**src/rtl/fetch_sequencer_pkg.sv**
```systemverilog
// rtl/fetch_sequencer_pkg.sv - shared types and constants for the fetch sequencer
//
// Purpose : FSM state encoding, datapath widths, PC increment, the NOP
//           encoding and the {pc, instr} entry carried by the fetch buffer.
// Ports   : none (package).

package fetch_sequencer_pkg;

   localparam int          INSTR_W  = 32;
   localparam int          PC_W     = 32;
   localparam logic [31:0] PC_INC   = 32'd4;
   localparam logic [31:0] NOP_WORD = 32'h6800_0000;

   typedef enum logic [1:0] {
      ST_IDLE  = 2'd0,
      ST_RUN   = 2'd1,
      ST_DRAIN = 2'd2
   } fetch_state_t;

   typedef struct packed {
      logic [PC_W-1:0]    pc;
      logic [INSTR_W-1:0] instr;
   } fetch_entry_t;

   // Branch targets are byte addresses; instructions are word aligned.
   function automatic logic [PC_W-1:0] align_pc(input logic [PC_W-1:0] addr);
      return {addr[PC_W-1:2], 2'b00};
   endfunction

endpackage

```
**src/rtl/fetch_sequencer_if.sv**
```systemverilog
// rtl/fetch_sequencer_if.sv - control, instruction memory and decode-side bundle
//
// Purpose : groups every fetch sequencer signal other than clk/rst.
// Ports   : master = the sequencer (drives imem_addr, out_*, busy);
//           slave  = its environment (drives start, halt_req, branch_*,
//           imem_data, out_ready).

interface fetch_sequencer_if;
   import fetch_sequencer_pkg::*;

   logic               start;
   logic               halt_req;
   logic               branch_taken;
   logic [PC_W-1:0]    branch_pc;
   logic [PC_W-1:0]    imem_addr;
   logic [INSTR_W-1:0] imem_data;
   logic               out_valid;
   logic               out_ready;
   logic [INSTR_W-1:0] out_instr;
   logic [PC_W-1:0]    out_pc;
   logic               busy;

   modport master (
      input  start, halt_req, branch_taken, branch_pc, imem_data, out_ready,
      output imem_addr, out_valid, out_instr, out_pc, busy
   );

   modport slave (
      output start, halt_req, branch_taken, branch_pc, imem_data, out_ready,
      input  imem_addr, out_valid, out_instr, out_pc, busy
   );

endinterface

```
**src/rtl/fetch_fifo.sv**
```systemverilog
// rtl/fetch_fifo.sv - instruction buffer holding {pc, instr} entries
//
// Purpose : circular buffer of DEPTH entries (power of two) with flush.
// Ports   : clk, rst    - clock, asynchronous active-high reset
//           push, din   - write din when not full (or when popping)
//           pop, dout   - discard head; dout always shows the head slot
//           flush       - empty the buffer, overrides push and pop
//           full, empty, count - occupancy

module fetch_fifo
   import fetch_sequencer_pkg::*;
#(
   parameter int DEPTH = 2
) (
   input  logic                     clk,
   input  logic                     rst,
   input  logic                     push,
   input  logic                     pop,
   input  logic                     flush,
   input  fetch_entry_t             din,
   output fetch_entry_t             dout,
   output logic                     full,
   output logic                     empty,
   output logic [$clog2(DEPTH):0]   count
);

   localparam int PTR_W = $clog2(DEPTH);
   localparam int CNT_W = PTR_W + 1;

   fetch_entry_t     mem [DEPTH];
   logic [PTR_W-1:0] rd_ptr;
   logic [PTR_W-1:0] wr_ptr;
   logic             do_push;
   logic             do_pop;

   assign full  = (count == CNT_W'(DEPTH));
   assign empty = (count == '0);

   // A full buffer may still accept a write when the head leaves this cycle.
   assign do_push = push & ~flush & (~full | (pop & ~empty));
   assign do_pop  = pop  & ~flush & ~empty;

   always_ff @(posedge clk or posedge rst) begin
      if (rst) begin
         rd_ptr <= '0;
         wr_ptr <= '0;
         count  <= '0;
      end else if (flush) begin
         rd_ptr <= '0;
         wr_ptr <= '0;
         count  <= '0;
      end else begin
         if (do_push) wr_ptr <= wr_ptr + PTR_W'(1);
         if (do_pop)  rd_ptr <= rd_ptr + PTR_W'(1);
         case ({do_push, do_pop})
            2'b10:   count <= count + CNT_W'(1);
            2'b01:   count <= count - CNT_W'(1);
            default: count <= count;
         endcase
      end
   end

   // Payload storage needs no reset: occupancy alone says what is valid.
   always_ff @(posedge clk) begin
      if (do_push) mem[wr_ptr] <= din;
   end

   assign dout = mem[rd_ptr];

endmodule

```
**src/rtl/fetch_sequencer.sv**
```systemverilog
// rtl/fetch_sequencer.sv - instruction fetch sequencer top
//
// Purpose : walks the PC through instruction memory, buffering fetched
//           words for the decode stage; supports start, halt with drain,
//           and branch redirect with buffer flush.
// Ports   : clk - clock; rst - asynchronous active-high reset
//           bus - fetch_sequencer_if.master (control inputs, imem
//                 address/data, decode-side valid/ready/instr/pc, busy)

module fetch_sequencer
   import fetch_sequencer_pkg::*;
#(
   parameter logic [31:0] BOOT_PC   = 32'h0000_0000,
   parameter int          BUF_DEPTH = 2
) (
   input  logic               clk,
   input  logic               rst,
   fetch_sequencer_if.master  bus
);

   localparam int CNT_W = $clog2(BUF_DEPTH) + 1;

   fetch_state_t     state;
   fetch_state_t     state_next;
   logic [PC_W-1:0]  pc;
   logic [PC_W-1:0]  pc_next;

   logic             push;
   logic             pop;
   logic             flush;
   fetch_entry_t     push_entry;
   fetch_entry_t     head;
   logic             fifo_full;
   logic             fifo_empty;
   logic [CNT_W-1:0] fifo_count;

   // A transfer to decode happens whenever the head is valid and accepted.
   assign pop = ~fifo_empty & bus.out_ready;

   always_ff @(posedge clk or posedge rst) begin
      if (rst) begin
         state <= ST_IDLE;
         pc    <= BOOT_PC;
      end else begin
         state <= state_next;
         pc    <= pc_next;
      end
   end

   always_comb begin
      state_next       = state;
      pc_next          = pc;
      push             = 1'b0;
      flush            = 1'b0;
      push_entry.pc    = pc;
      push_entry.instr = bus.imem_data;

      case (state)
         ST_IDLE: begin
            // start wins over a simultaneous halt_req; branches are ignored.
            if (bus.start) begin
               state_next = ST_RUN;
               pc_next    = BOOT_PC;
            end
         end

         ST_RUN: begin
            if (bus.branch_taken) begin
               flush   = 1'b1;
               pc_next = align_pc(bus.branch_pc);
            end else if (bus.halt_req) begin
               state_next = ST_DRAIN;
            end else if (~fifo_full | pop) begin
               push    = 1'b1;
               pc_next = pc + PC_INC;
            end
            // Otherwise stalled: PC, and hence imem_addr, hold.
         end

         ST_DRAIN: begin
            if (bus.branch_taken) begin
               flush      = 1'b1;
               pc_next    = align_pc(bus.branch_pc);
               state_next = ST_RUN;
            end else if ((fifo_count == '0) ||
                         ((fifo_count == CNT_W'(1)) && pop)) begin
               state_next = ST_IDLE;
            end
         end

         default: begin
            state_next = ST_IDLE;
         end
      endcase
   end

   fetch_fifo #(
      .DEPTH (BUF_DEPTH)
   ) u_fifo (
      .clk   (clk),
      .rst   (rst),
      .push  (push),
      .pop   (pop),
      .flush (flush),
      .din   (push_entry),
      .dout  (head),
      .full  (fifo_full),
      .empty (fifo_empty),
      .count (fifo_count)
   );

   assign bus.imem_addr = pc;
   assign bus.out_valid = ~fifo_empty;
   assign bus.out_instr = fifo_empty ? '0 : head.instr;
   assign bus.out_pc    = fifo_empty ? '0 : head.pc;
   assign bus.busy      = (state != ST_IDLE);

endmodule

```
**src/flat_wrapper.sv**
```systemverilog
// flat-port wrapper written by rule: the top's interface ports become plain ports
module fetch_sequencer_flat import fetch_sequencer_pkg::*;
#(
   parameter logic [31:0] BOOT_PC   = 32'h0000_0000,
   parameter int          BUF_DEPTH = 2
)
  (clk, rst, bus_start, bus_halt_req, bus_branch_taken, bus_branch_pc, bus_imem_data, bus_out_ready, bus_imem_addr, bus_out_valid, bus_out_instr, bus_out_pc, bus_busy);
  fetch_sequencer_if bus_i ();
  input  logic clk;
  input  logic rst;
  input wire logic [$bits(bus_i.start)-1:0] bus_start;
  input wire logic [$bits(bus_i.halt_req)-1:0] bus_halt_req;
  input wire logic [$bits(bus_i.branch_taken)-1:0] bus_branch_taken;
  input wire logic [$bits(bus_i.branch_pc)-1:0] bus_branch_pc;
  input wire logic [$bits(bus_i.imem_data)-1:0] bus_imem_data;
  input wire logic [$bits(bus_i.out_ready)-1:0] bus_out_ready;
  output wire logic [$bits(bus_i.imem_addr)-1:0] bus_imem_addr;
  output wire logic [$bits(bus_i.out_valid)-1:0] bus_out_valid;
  output wire logic [$bits(bus_i.out_instr)-1:0] bus_out_instr;
  output wire logic [$bits(bus_i.out_pc)-1:0] bus_out_pc;
  output wire logic [$bits(bus_i.busy)-1:0] bus_busy;
  assign bus_i.start = bus_start;
  assign bus_i.halt_req = bus_halt_req;
  assign bus_i.branch_taken = bus_branch_taken;
  assign bus_i.branch_pc = bus_branch_pc;
  assign bus_i.imem_data = bus_imem_data;
  assign bus_i.out_ready = bus_out_ready;
  assign bus_imem_addr = bus_i.imem_addr;
  assign bus_out_valid = bus_i.out_valid;
  assign bus_out_instr = bus_i.out_instr;
  assign bus_out_pc = bus_i.out_pc;
  assign bus_busy = bus_i.busy;
  fetch_sequencer #(.BOOT_PC(BOOT_PC), .BUF_DEPTH(BUF_DEPTH)) u_core (.clk(clk), .rst(rst), .bus(bus_i));
endmodule
```
**config.mk**
```make
export PLATFORM = sky130hd
export DESIGN_NAME = fetch_sequencer_flat
export DESIGN_NICKNAME = d
export VERILOG_FILES = /design/src/rtl/fetch_sequencer_pkg.sv /design/src/rtl/fetch_sequencer_if.sv /design/src/rtl/fetch_fifo.sv /design/src/rtl/fetch_sequencer.sv /design/src/flat_wrapper.sv
export SDC_FILE = /design/constraint.sdc
export NUM_CORES = 1
export LEC_CHECK = 0
export ABC_AREA = 0
export CAP_MARGIN = 20
export CORE_MARGIN = 10
export CORE_UTILIZATION = 30
export DETAILED_ROUTE_END_ITERATION = 10
export PLACE_DENSITY = 0.61
export SLEW_MARGIN = 0
export SYNTH_ARGS = -nofsm -noshare
export SYNTH_HDL_FRONTEND = slang
export SYNTH_HIERARCHICAL = 1
export SYNTH_SLANG_ARGS = --single-unit
```
**constraint.sdc**
```tcl
create_clock -name clk -period 16.75 [get_ports clk]
set_input_delay 3.35 -clock clk [delete_from_list [all_inputs] [get_ports clk]]
set_output_delay 3.35 -clock clk [all_outputs]
set_load 0.005 [all_outputs]
```
After elaboration in Yosys (flattened, before gate mapping)
Memory sizes are Yosys's and may differ from the RTL's. Cells that the tools add are included.

Memories: 1. Output and inout port bits: 98. RAM bits: 128. Bits in registers: 38.

Memories: u_core.u_fifo.mem (depth 2, width 64, rd ports 1, clocked after memory_dff 0, wr ports 1, line fetch_fifo.sv:30) `fetch_entry_t mem [DEPTH];`.

Add/subtract/negate cells: 5. Eq/ne operators: 13. Muxes and demuxes: 28. Bitwise logic cells: 11. Reduce and logical (&&, ||, !) cells: 12.

Operator list (number): 32-bit 2-to-1 mux (7); 32-bit one-hot mux with 3 select lines (1); 32-bit by 3-bit adder with 32-bit output, second input constant (1); 1-bit 2-to-1 mux (12); 2-bit 2-to-1 mux (6); 2-bit inequality test, second input constant (4); 1-bit AND (6); 2-bit by 1-bit == test with 1-bit output, second input constant (3); 2-bit == test, second input constant (3); 3-bit by 2-bit inequality test with 1-bit output, second input constant (2); 2-bit one-hot mux with 3 select lines (1); 2-bit nonzero test (3); 3-bit nonzero test (2); 5-bit AND reduction (1); 2-bit logical NOT (2); 2-bit one-hot mux with 2 select lines (1); 4-bit AND reduction (1); 3-bit inequality test, second input constant (1); 1-bit NOT (3); 1-bit adder, second input constant (2); 2-bit by 1-bit adder with 2-bit output, second input constant (1); 1-bit OR (2); 2-bit OR reduction (1); 2-bit by 1-bit subtractor with 2-bit output, second input constant (1); 2 further kinds (2).

Depth between registers and ports, before layout
Depth after elaboration: 13. Depth in mapped cells: 8.

By module
The synthesis kept the hierarchy.

By module, submodules not included: fetch_fifo (sequential area each 3943.8 um^2, times used 1, cells each 227, area an instance 4888.4 um^2); fetch_sequencer (sequential area each 800.8 um^2, times used 1, cells each 351, area an instance 2662.6 um^2).

Worst setup path before layout
Ideal clock, no wire load.

Path kind: input to register. From: in bus_out_ready. To: mem u_core/u_fifo/mem[1][0] in the netlist's numbering (enable). Stages: 5. Path buffers: 0. Path slack: 7.453 ns. Arrival time: 8.719 ns. Cell sequence: nand2b_1 a21oi_1 and2_1 o21ai_2 nor3b_1.

Word-level cells in the longest chain between the ends: 10. Elaborated cells on any way between the ends: 12.

Ends and longest elaborated chain: from (decl) (line flat_wrapper.sv:16) `input wire logic [$bits(bus_i.out_ready)-1:0] bus_out_ready;`; 1-bit AND (line fetch_sequencer.sv:38) `assign pop = ~fifo_empty & bus.out_ready;`; 1-bit OR (line fetch_sequencer.sv:73) `end else if (~fifo_full | pop) begin`; 1-bit 2-to-1 mux (line fetch_sequencer.sv:73); 1-bit 2-to-1 mux (line fetch_sequencer.sv:71) `end else if (bus.halt_req) begin`; 1-bit 2-to-1 mux (line fetch_sequencer.sv:68) `if (bus.branch_taken) begin`; 1-bit 2-to-1 mux (line fetch_sequencer.sv:58) `case (state)`; named net u_core.push (line fetch_sequencer.sv:28) `logic push;`; 1-bit AND (2 in a row) (line fetch_fifo.sv:40) `assign do_push = push & ~flush & (~full | (pop & ~empty));`; 1-bit 2-to-1 mux (line fetch_fifo.sv:65) `if (do_push) mem[wr_ptr] <= din;`; 1-bit 2-to-1 mux (implied by the code) (line fetch_fifo.sv:65); to (decl) (line fetch_fifo.sv:30).

The timed path passes the listed nets, and every way through them passes these cells.

Worst setup path after layout
From: in bus_branch_taken. To: mem u_core/u_fifo/mem[1][22] in the netlist's numbering (enable).

Elaborated cells on any way between the ends: 9.

RTL lines: from (decl) (line flat_wrapper.sv:13) `input wire logic [$bits(bus_i.branch_taken)-1:0] bus_branch_taken;`; 1-bit 2-to-1 mux (line fetch_sequencer.sv:68); 1-bit 2-to-1 mux (line fetch_sequencer.sv:58); named net u_core.push (line fetch_sequencer.sv:28); 1-bit AND (2 in a row) (line fetch_fifo.sv:40); 1-bit 2-to-1 mux (line fetch_fifo.sv:65); 1-bit 2-to-1 mux (implied by the code) (line fetch_fifo.sv:65).

The timed path passes the listed nets, and every way through them passes these cells.

==> flow_summary.json <==
{
  "status": "complete, no violations",
  "place.gp.congestion": 0.8224,
  "drc_errors": 0,
  "hold_viol_final": 0,
  "min_path_type": "flop to flop",
  "leakage_nw": 3.478,
  "syn_avg_cell_area_um2": 13.06,
  "cts_tree": "yes",
  "critPathLaunchType": "primary input",
  "yosysSeqAreaShare": 0.6283,
  "switching_share": 0.3218,
  "postRouteAntennaNets": 0,
  "clockBufferDepth": 2,
  "pwr-share-clk": 0.269,
  "area_delta_synth_final_pct": 34.32,
  "nNetsFinal": 815,
  "root_buffer": "clkbuf_16",
  "grt_max_degree": 66,
  "pwr-share-comb": 0.322,
  "min_period_over_period": 0.3906,
  "grt_pass1_wl_um": 31310,
  "io_buffer_count": 163,
  "grt-ovfl-total": 0,
  "finalMaxSlewViolations": 0,
  "post_cts_buffers": 0,
  "setup_violations": 0,
  "first_pass_iters": 5,
  "crit_type": "primary input to flop",
  "synth_area_um2": 7551,
  "crit_arrival_ns": 6.58,
  "synth.top_cell.area_share": 0.5090,
  "syn_inst": 578,
  "drv_cap": 0,
  "synth_seq_cells": 164,
  "internal_power_mw": 1.047,
  "power.density_nw_per_um2": 152.2,
  "synth_edf_count": 128,
  "ys_warn_count": 6,
  "cts_resized": 0,
  "cts_sinks": 164,
  "fill_cells": 2349,
  "synth_ff_type": "edfxtp_1",
  "timing.slew.headroom": 0.3228,
  "htree_levels": 4,
  "fin_crit_ns": 6.543,
  "via_per_inst": 4.838,
  "routed_wl_um": 20630,
  "grtUsageTotal": 0.1280,
  "fp.dieW_um": 178.7,
  "start_util": 0.3025,
  "io_pins": 168,
  "cts_hold_buf": 0,
  "grt_pass1_vias": 5292,
  "fin_total_pwr_mw": 1.543,
  "rsz0062_at_grt": "no",
  "wl_per_cell_um": 19.03,
  "antenna_found_initial": 1,
  "drt_iter0_drc": 386,
  "fin_worst_skew_ns": 0.009403,
  "vias": 5244,
  "crit_path_end_kind": "flop",
  "fmax_ghz": 0.1528,
  "dieArea_um2": 31920,
  "worstPathRequired_ns": 16.79,
  "cts_buffers": 17,
  "tightest_slew_ns": 1.016,
  "synth_top_cell_by_area": "edfxtp_1",
  "row_count": 58,
  "ys_types": 52,
  "critPathMaxFanout": 60,
  "seqPwrFrac": 0.410,
  "ir_drop_mv": 0.06885,
  "synth_area_leaders": "edfxtp_1 (51%), dfrtp_1 (12%), mux2_2 (9.7%)",
  "post-dp-hpwl_um": 13700,
  "switching_power_mw": 0.4966,
  "tns_ns": 0,
  "drive_gt1_frac": 0.1474,
  "async_reset_ff_frac": 0.2195,
  "clkTransAtPathRegs_ns": 0.06,
  "fin_util": 0.4063,
  "fp.dieH_um": 178.7,
  "core_um2": 24960,
  "clock_latency_ns": 0.42
}
## cells in the mapped netlist, types with 4 or more instances
cell,instances
a21oi_1,16
a22oi_1,9
a31oi_1,5
a32oi_1,4
and3_1,8
buf_6,6
clkbuf_1,22
dfrtp_1,36
edfxtp_1,128
ha_1,5
inv_1,11
mux2_2,65
nand2_1,18
nand2b_1,7
nand3_1,14
nand4_1,14
nor2_1,30
nor2b_1,67
nor3_1,14
nor4_1,5
o21ai_0,39
xor2_1,4
## power groups by stage
stage	Combinational, mW	Sequential (mW)	Clock (mW)
5_1_grt	0.543	0.647	0.444
3_5_place_dp	0.503	0.643	0
2_1_floorplan	0.301	0.583	0
6_report	0.497	0.632	0.415
3_3_place_gp	0.500	0.640	0
4_1_cts	0.506	0.634	0.426
## worst max-delay path, cell delays in order
cell and delay [ns]:
clkdlybuf4s50_1 0.51, nor2b_1 0.79, and2_1 0.38, o21ai_2 0.14
nor3b_2 0.54, buf_4 0.83
## layout by cell type, fill, tap and decap left out, drive strengths merged, types with 3 or more instances in the layout
cell             n
o2bb2ai          3
bufinv           4
nor4             5
nand3           14
a31oi            5
a21oi           16
a32oi            4
dfrtp           36
nor2b           67
nand2b           8
a22oi            9
clkdlybuf4s50  163
clkbuf          20
nand4           14
a41oi            3
or4              5
clkinv           5
ha               5
mux2            66
nor2            30
inv             12
a22o             3
and2             3
o21ai           41
nand2           19
nor3            14
edfxtp         128
buf              6
conb             6
and3             8
xor2             4
## final timing paths
path,from,to,slack (ns),cells after the start
worst max register to register,u_core/state[1],u_core/u_fifo/mem[1][22],12.88,7
max in group asynchronous,rst,u_core/bus.imem_addr[23],13.06,3
worst min-delay path,u_core/state[0],u_core/state[0],0.55,2
worst min register to register,u_core/state[0],u_core/state[0],0.55,2
worst max-delay path,bus_branch_taken,u_core/u_fifo/mem[1][22],10.21,6
min in group asynchronous,rst,u_core/u_fifo/count[1],3.14,2
## layer usage
layer,part of all wire,vias to the layer above,track usage
li1,-,2485,-
met1,0.45,2543,0.1659
met4,0.0091,0,0.03755
met3,0.077,16,0.03833
met5,0,-,0
met2,0.47,200,0.2027
## final cells by class
| class | instances | area, µm² | share of cell area |
|---|---|---|---|
| Timing Repair Buffer | 169 | 1677 | 0.1653 |
| Tap cell | 330 | 412.9 | 0.04071 |
| Inverter | 11 | 41.29 | 0.004071 |
| Clock inverter | 12 | 178.9 | 0.01764 |
| Clock buffer | 20 | 446.7 | 0.04404 |
| Multi-Input combinational cell | 377 | 2635 | 0.2598 |
| Sequential cell | 164 | 4748 | 0.4682 |
| Antenna cell | 1 | 2.502 | 0.0002467 |
## sequential cells by signal, summed over array words and instances (netlist names)
name / flops
u_core/u_fifo/mem: 128
u_core/bus.imem_addr: 30
u_core/state: 2
u_core/u_fifo/count: 2
u_core/u_fifo/rd_ptr: 1
u_core/u_fifo/wr_ptr: 1
## through the flow
stage	instance area, µm²	setup slack (ns)	cells	hold WS (ns)
detailed placement	9514	9.765	1051	0.5329
global route	10140	9.997	1084	0.5772
global placement	9514	9.845	1051	0.5362
CTS	10140	10.21	1083	0.5475
finish	10140	10.21	1084	0.5519
floorplan	7570	7.453	583	0.4845
## kinds of logic after synthesis
logic type | synth area share
other cells | 0.0004966
fa+ha+maj | 0.008285
buf+inv | 0.02800
simple gates | 0.1440
compound gates | 0.08236
flops | 0.6283
mux | 0.1016
xor+xnor | 0.006959
No activity file was read; power rests on OpenSTA's default activity.
